File: config.mk
export PLATFORM = sky130hd
export DESIGN_NAME = booth_mul_arbiter
export DESIGN_NICKNAME = d
export VERILOG_FILES = /design/src/rtl/booth_mul_arbiter.sv
export SDC_FILE = /design/constraint.sdc
export NUM_CORES = 1
export LEC_CHECK = 0
export ABC_AREA = 1
export CAP_MARGIN = 10
export CORE_MARGIN = 10
export CORE_UTILIZATION = 36
export DETAILED_ROUTE_END_ITERATION = 6
export PLACE_DENSITY_LB_ADDON = 0.15
export SLEW_MARGIN = 0
export SYNTH_ARGS = -nofsm -noshare
export SYNTH_HDL_FRONTEND = slang
export SYNTH_SLANG_ARGS = --single-unit
File: constraint.sdc
create_clock -name clk -period 4.1 [get_ports clk]
set_input_delay 1.025 -clock clk [delete_from_list [all_inputs] [get_ports clk]]
set_output_delay 1.025 -clock clk [all_outputs]
set_load 0.01 [all_outputs]
File: src/rtl/booth_mul_arbiter.sv
// Round-robin arbiter sharing one combinational multiplier between two requesters.
// Optional grant counters (gnt_cnt0/gnt_cnt1) are built when ARB_STATS_EN is defined.
module booth_mul_arbiter #(
  parameter int unsigned N   = 16,
  parameter int unsigned LAT = 1
) (
  input  logic                 clk,
  input  logic                 rst,
  input  logic                 in_valid0,
  input  logic [N-1:0]         in_a0,
  input  logic [N-1:0]         in_b0,
  output logic                 in_ready0,
  input  logic                 in_valid1,
  input  logic [N-1:0]         in_a1,
  input  logic [N-1:0]         in_b1,
  output logic                 in_ready1,
  output logic [N-1:0]         mul_a,
  output logic [N-1:0]         mul_b,
  input  logic [2*(N+1)-1:0]   mul_m,
  output logic                 rsp_valid,
  output logic                 rsp_id,
  output logic [2*(N+1)-1:0]   rsp_m,
  input  logic                 rsp_ready
`ifdef ARB_STATS_EN
  ,
  output logic [15:0]          gnt_cnt0,
  output logic [15:0]          gnt_cnt1
`endif
);

  localparam int unsigned MW   = 2 * (N + 1);
  localparam int unsigned CntW = (LAT > 1) ? $clog2(LAT) : 1;

  typedef enum logic [1:0] {StIdle, StBusy, StDone} state_e;

  state_e          state_q;
  logic [N-1:0]    mul_a_q, mul_b_q;
  logic [MW-1:0]   rsp_m_q;
  logic            rsp_valid_q, rsp_id_q;
  logic            id_q, last_id_q;
  logic [CntW-1:0] cnt_q;

  logic gnt0, gnt1, accept, win_id;

  // A tie goes to whichever requester did not win last.
  assign gnt0   = in_valid0 & (~in_valid1 | last_id_q);
  assign gnt1   = in_valid1 & (~in_valid0 | ~last_id_q);

  assign in_ready0 = ~rst & (state_q == StIdle) & gnt0;
  assign in_ready1 = ~rst & (state_q == StIdle) & gnt1;
  assign accept    = in_ready0 | in_ready1;
  assign win_id    = in_ready1;

  always_ff @(posedge clk or posedge rst) begin
    if (rst) begin
      state_q     <= StIdle;
      mul_a_q     <= '0;
      mul_b_q     <= '0;
      rsp_m_q     <= '0;
      rsp_valid_q <= 1'b0;
      rsp_id_q    <= 1'b0;
      id_q        <= 1'b0;
      last_id_q   <= 1'b1;
      cnt_q       <= '0;
    end else begin
      unique case (state_q)
        StIdle: begin
          if (accept) begin
            mul_a_q   <= win_id ? in_a1 : in_a0;
            mul_b_q   <= win_id ? in_b1 : in_b0;
            id_q      <= win_id;
            last_id_q <= win_id;
            cnt_q     <= CntW'(LAT - 1);
            state_q   <= StBusy;
          end
        end
        StBusy: begin
          if (cnt_q != '0) begin
            cnt_q <= cnt_q - CntW'(1);
          end else begin
            rsp_m_q     <= mul_m;
            rsp_id_q    <= id_q;
            rsp_valid_q <= 1'b1;
            state_q     <= StDone;
          end
        end
        StDone: begin
          if (rsp_ready) begin
            rsp_valid_q <= 1'b0;
            state_q     <= StIdle;
          end
        end
        default: state_q <= StIdle;
      endcase
    end
  end

  assign mul_a     = mul_a_q;
  assign mul_b     = mul_b_q;
  assign rsp_m     = rsp_m_q;
  assign rsp_valid = rsp_valid_q;
  assign rsp_id    = rsp_id_q;

`ifdef ARB_STATS_EN
  logic [15:0] gnt_cnt0_q, gnt_cnt1_q;

  always_ff @(posedge clk or posedge rst) begin
    if (rst) begin
      gnt_cnt0_q <= '0;
      gnt_cnt1_q <= '0;
    end else begin
      if (in_ready0 && gnt_cnt0_q != 16'hFFFF) gnt_cnt0_q <= gnt_cnt0_q + 16'd1;
      if (in_ready1 && gnt_cnt1_q != 16'hFFFF) gnt_cnt1_q <= gnt_cnt1_q + 16'd1;
    end
  end

  assign gnt_cnt0 = gnt_cnt0_q;
  assign gnt_cnt1 = gnt_cnt1_q;
`endif

endmodule

==> impl_metrics.prom <==
# TYPE chip_impl_metric gauge
chip_impl_metric{name="timing.critical_path.buf_inv",unit=""} 4
chip_impl_metric{name="cts_setup_buffers",unit=""} 0
chip_impl_metric{name="yosys_register_bits",unit=""} 72
chip_impl_metric{name="worst-slew-pin-transition",unit="ns"} 0.8856
chip_impl_info{name="min-delay-start",value="rsp_m[10]"} 1
chip_impl_metric{name="ff2ff_path_depth",unit=""} 6
chip_impl_info{name="r2r-start",value="state_q[1]"} 1
chip_impl_metric{name="placed_cells",unit=""} 699
chip_impl_metric{name="fmax",unit="GHz"} 0.2939
chip_impl_info{name="cp_common_cell",value="sky130_fd_sc_hd__clkdlybuf4s50_1"} 1
chip_impl_metric{name="finalWorstPathRequiredPeriod",unit="ns"} 3.402
chip_impl_info{name="worstPathCellList",value="clkdlybuf4s50_1, clkinvlp_4, nand4_1, inv_1, clkdlybuf4s50_1"} 1
chip_impl_metric{name="drv_cap",unit=""} 0
chip_impl_metric{name="clock-skew-final",unit="ns"} 0.01471
chip_impl_metric{name="worstPathMaxFanout",unit=""} 3
chip_impl_info{name="crit_path_start_kind",value="primary input"} 1
chip_impl_metric{name="global_route.usage.total",unit="%"} 16.18
chip_impl_metric{name="total_die_area",unit="µm²"} 13770
chip_impl_metric{name="placement_rows",unit=""} 35
chip_impl_metric{name="leakagePower",unit="nW"} 2.578
chip_impl_metric{name="seq_area_frac_synth",unit="%"} 52.84
chip_impl_metric{name="grt_antenna_before_repair",unit=""} 0
chip_impl_metric{name="slew-limit-headroom",unit="%"} 40.96
chip_impl_metric{name="vias_per_cell",unit=""} 4.608
chip_impl_metric{name="final-hold-violation-count",unit=""} 0
chip_impl_info{name="critPathCaptureType",value="primary output"} 1
chip_impl_metric{name="required_time_at_the_endpoint_of_the_critical_path",unit="ns"} 3.07
chip_impl_metric{name="drc_errors",unit=""} 0
chip_impl_metric{name="pwr_density_cell",unit="nW/µm²"} 633.4
chip_impl_metric{name="detail_route.wl_per_cell",unit="µm"} 15.70
chip_impl_metric{name="place.gp.congestion",unit=""} 0.7855
chip_impl_info{name="top_cell_type_by_total_area_after_synthesis",value="sky130_fd_sc_hd__dfrtp_1"} 1
chip_impl_metric{name="finalSetupViolations",unit=""} 0
chip_impl_metric{name="final_instance_count_excl_fillers",unit=""} 715
chip_impl_metric{name="post_synth_inst_count",unit=""} 416
chip_impl_metric{name="synth_nets",unit=""} 519
chip_impl_metric{name="cp_num_cells",unit=""} 5
chip_impl_metric{name="synth_warnings",unit=""} 0
chip_impl_metric{name="pin_count_of_the_biggest_net_entering_global_routing",unit=""} 73
chip_impl_metric{name="layout-drive-gt1-share",unit="%"} 5.119
chip_impl_metric{name="die_y",unit="µm"} 117.4
chip_impl_metric{name="post_cts_resized",unit=""} 0
chip_impl_metric{name="place.port_buffers",unit=""} 172
chip_impl_info{name="highest_delay_cell_along_the_critical_path",value="sky130_fd_sc_hd__clkdlybuf4s50_1"} 1
chip_impl_metric{name="setup_total_negative_slack",unit="ns"} 0
chip_impl_info{name="tritoncts",value="built"} 1
chip_impl_metric{name="grt_overflow_total",unit=""} 0
chip_impl_metric{name="synth.cell_area",unit="µm²"} 3412
chip_impl_metric{name="number_of_diodes",unit=""} 0
chip_impl_metric{name="drt-pass1-iter-count",unit=""} 4
chip_impl_metric{name="cts.reportedPaths.clkPinSlew",unit="ns"} 0.07
chip_impl_metric{name="final_net_count",unit=""} 684
chip_impl_metric{name="min_delay_path_depth",unit=""} 2
chip_impl_metric{name="route.final.wire_length",unit="µm"} 11220
chip_impl_metric{name="htreeDepth",unit=""} 3
chip_impl_metric{name="core_region_area",unit="µm²"} 9240
chip_impl_info{name="holdCritPathClass",value="flip-flop to flip-flop"} 1
chip_impl_info{name="criticalPathCategory",value="primary input to primary output"} 1
chip_impl_metric{name="cts.sink_count",unit=""} 72
chip_impl_metric{name="io-pin-count",unit=""} 173
chip_impl_metric{name="worst_skew_pair.late_latency",unit="ns"} 0.34
chip_impl_metric{name="drt_iter0_markers",unit=""} 174
chip_impl_metric{name="worst_ir_drop_vdd",unit="mV"} 0.3042
chip_impl_metric{name="detailed_place_hpwl",unit="µm"} 8167
chip_impl_metric{name="fin_crit_sh",unit="%"} 82.97
chip_impl_info{name="status",value="complete, no violations"} 1
chip_impl_metric{name="area_delta_synth_final",unit="%"} 57.65
chip_impl_metric{name="holdBufCountCts",unit=""} 0
chip_impl_info{name="critPathTopFamily",value="buffers and inverters"} 1
chip_impl_metric{name="cpPeakStageDelay",unit="ns"} 0.54
chip_impl_metric{name="synthDominantCellAreaShare",unit="%"} 52.07
chip_impl_metric{name="ant_nets",unit=""} 0
chip_impl_metric{name="routed-via-count",unit=""} 3295
chip_impl_metric{name="cts_max_path_buffers",unit=""} 2
chip_impl_metric{name="floorplan.die.width",unit="µm"} 117.4
chip_impl_metric{name="syn_avg_cell_area",unit="µm²"} 8.202
chip_impl_metric{name="via_count_of_the_first_global_routing_pass",unit=""} 3544
chip_impl_info{name="crit_start",value="rst"} 1
chip_impl_metric{name="initial_core_util",unit="%"} 36.93
chip_impl_info{name="cts.root.buffer_cell",value="sky130_fd_sc_hd__clkbuf_8"} 1
chip_impl_metric{name="synth.distinct_cells",unit=""} 17
chip_impl_metric{name="grt_pass1_wl",unit="µm"} 18600
chip_impl_metric{name="cts_inserted_buffers",unit=""} 9
chip_impl_info{name="ys_top_cells_by_area",value="sky130_fd_sc_hd__dfrtp_1 (52%), sky130_fd_sc_hd__nand2_1 (19%), sky130_fd_sc_hd__nand3_1 (9.5%), sky130_fd_sc_hd__o21bai_1 (7.0%), sky130_fd_sc_hd__inv_1 (4.2%)"} 1
chip_impl_info{name="grt_setup_unrepaired",value="false"} 1
chip_impl_metric{name="count_of_pins_over_their_slew_limit",unit=""} 0
chip_impl_metric{name="worstPathArrival",unit="ns"} 2.38
==> flip-flops by register name, summed over array words and instances (netlist names) <==
| register | cells |
|---|---|
| id_q | 1 |
| last_id_q | 1 |
| mul_a | 16 |
| mul_b | 16 |
| rsp_id | 1 |
| rsp_m | 34 |
| rsp_valid | 1 |
| state_q | 2 |
==> worst paths after layout <==
check | endpoint | slack (ns)
setup reg to reg | mul_b[13] | 2.02
hold reg to reg | rsp_m[10] | 0.47
setup / recovery | in_ready0 | 0.70
hold / removal | rsp_m[10] | 0.47
max in group asynchronous | mul_a[0] | 2.11
min in group asynchronous | mul_b[4] | 1.43
==> cells in the final DEF (no fill, tap or decap), drive strengths merged <==
cell,count
nand4,1
clkbuf,11
o21bai,32
nand3,65
a21oi,1
nand2,173
buf,6
dfrtp,71
dfstp,1
inv,39
bufinv,1
nor2,3
clkinvlp,1
o21ai,5
clkdlybuf4s50,172
clkinv,4
==> layer usage <==
metal,vias up,wire length (µm),GRT usage (%)
li1,1628,-,-
met1,1554,4891,19.72
met2,105,5335,26.82
met3,8,916,5.516
met4,0,80,3.678
met5,-,0,0
==> synthesized netlist by cell type <==
library cell	instances
sky130_fd_sc_hd__a21oi_4	1
sky130_fd_sc_hd__buf_2	15
sky130_fd_sc_hd__buf_4	6
sky130_fd_sc_hd__buf_6	3
sky130_fd_sc_hd__dfrtp_1	71
sky130_fd_sc_hd__dfstp_2	1
sky130_fd_sc_hd__inv_1	38
sky130_fd_sc_hd__inv_2	2
sky130_fd_sc_hd__nand2_1	171
sky130_fd_sc_hd__nand2_2	1
sky130_fd_sc_hd__nand2_4	1
sky130_fd_sc_hd__nand3_1	65
sky130_fd_sc_hd__nand4_1	1
sky130_fd_sc_hd__nor2_2	2
sky130_fd_sc_hd__nor2_8	1
sky130_fd_sc_hd__o21ai_0	5
sky130_fd_sc_hd__o21bai_1	32
==> report_power, final <==
| group | total (mW) | switching, mW | internal, mW |
|---|---|---|---|
| Combinational | 1.63 | 0.791 | 0.838 |
| Sequential | 1.23 | 0.181 | 1.05 |
| Clock | 0.550 | 0.268 | 0.282 |
| Total | 3.41 | 1.24 | 2.17 |
==> cell families after synthesis <==
group	after synthesis	share of synthesized area, %
AND/OR/NAND/NOR	242	30.00
buffers and inverters	64	8.911
AO/OA/AOI/OAI	38	8.251
flip-flops	72	52.84
==> through the flow <==
| stage | hold slack (ns) | total power [mW] | util (%) | worst slack [ns] | instance area (µm²) |
|---|---|---|---|---|---|
| 2_1_floorplan | 0.4820 | 1.960 | - | 0.3638 | 3416 |
| 3_3_place_gp | 0.4523 | 2.859 | 56.17 | 0.6981 | 5190 |
| 3_5_place_dp | 0.4599 | 2.897 | 56.17 | 0.6961 | 5190 |
| 4_1_cts | 0.4769 | 3.457 | 58.21 | 0.6795 | 5379 |
| 5_1_grt | 0.4986 | 3.667 | 58.21 | 0.6064 | 5379 |
| 6_report | 0.4707 | 3.407 | 58.21 | 0.6980 | 5379 |
==> tightest hold or removal path, stage by stage (launching register included) <==
cell and delay [ns]:
sky130_fd_sc_hd__dfrtp_1 0.34, sky130_fd_sc_hd__nand2_1 0.05, sky130_fd_sc_hd__nand2_1 0.05
==> final cells by class <==
type / count / area, µm²
clock buffers: 11 / 131.4
clock inverters: 5 / 57.56
fillers: 867 / 3861
inverters: 40 / 153.9
multi-input cells: 280 / 1305
flip-flops and latches: 72 / 1803
well taps: 129 / 161.4
repair buffers: 178 / 1767
(Power assumes the default switching activity.)
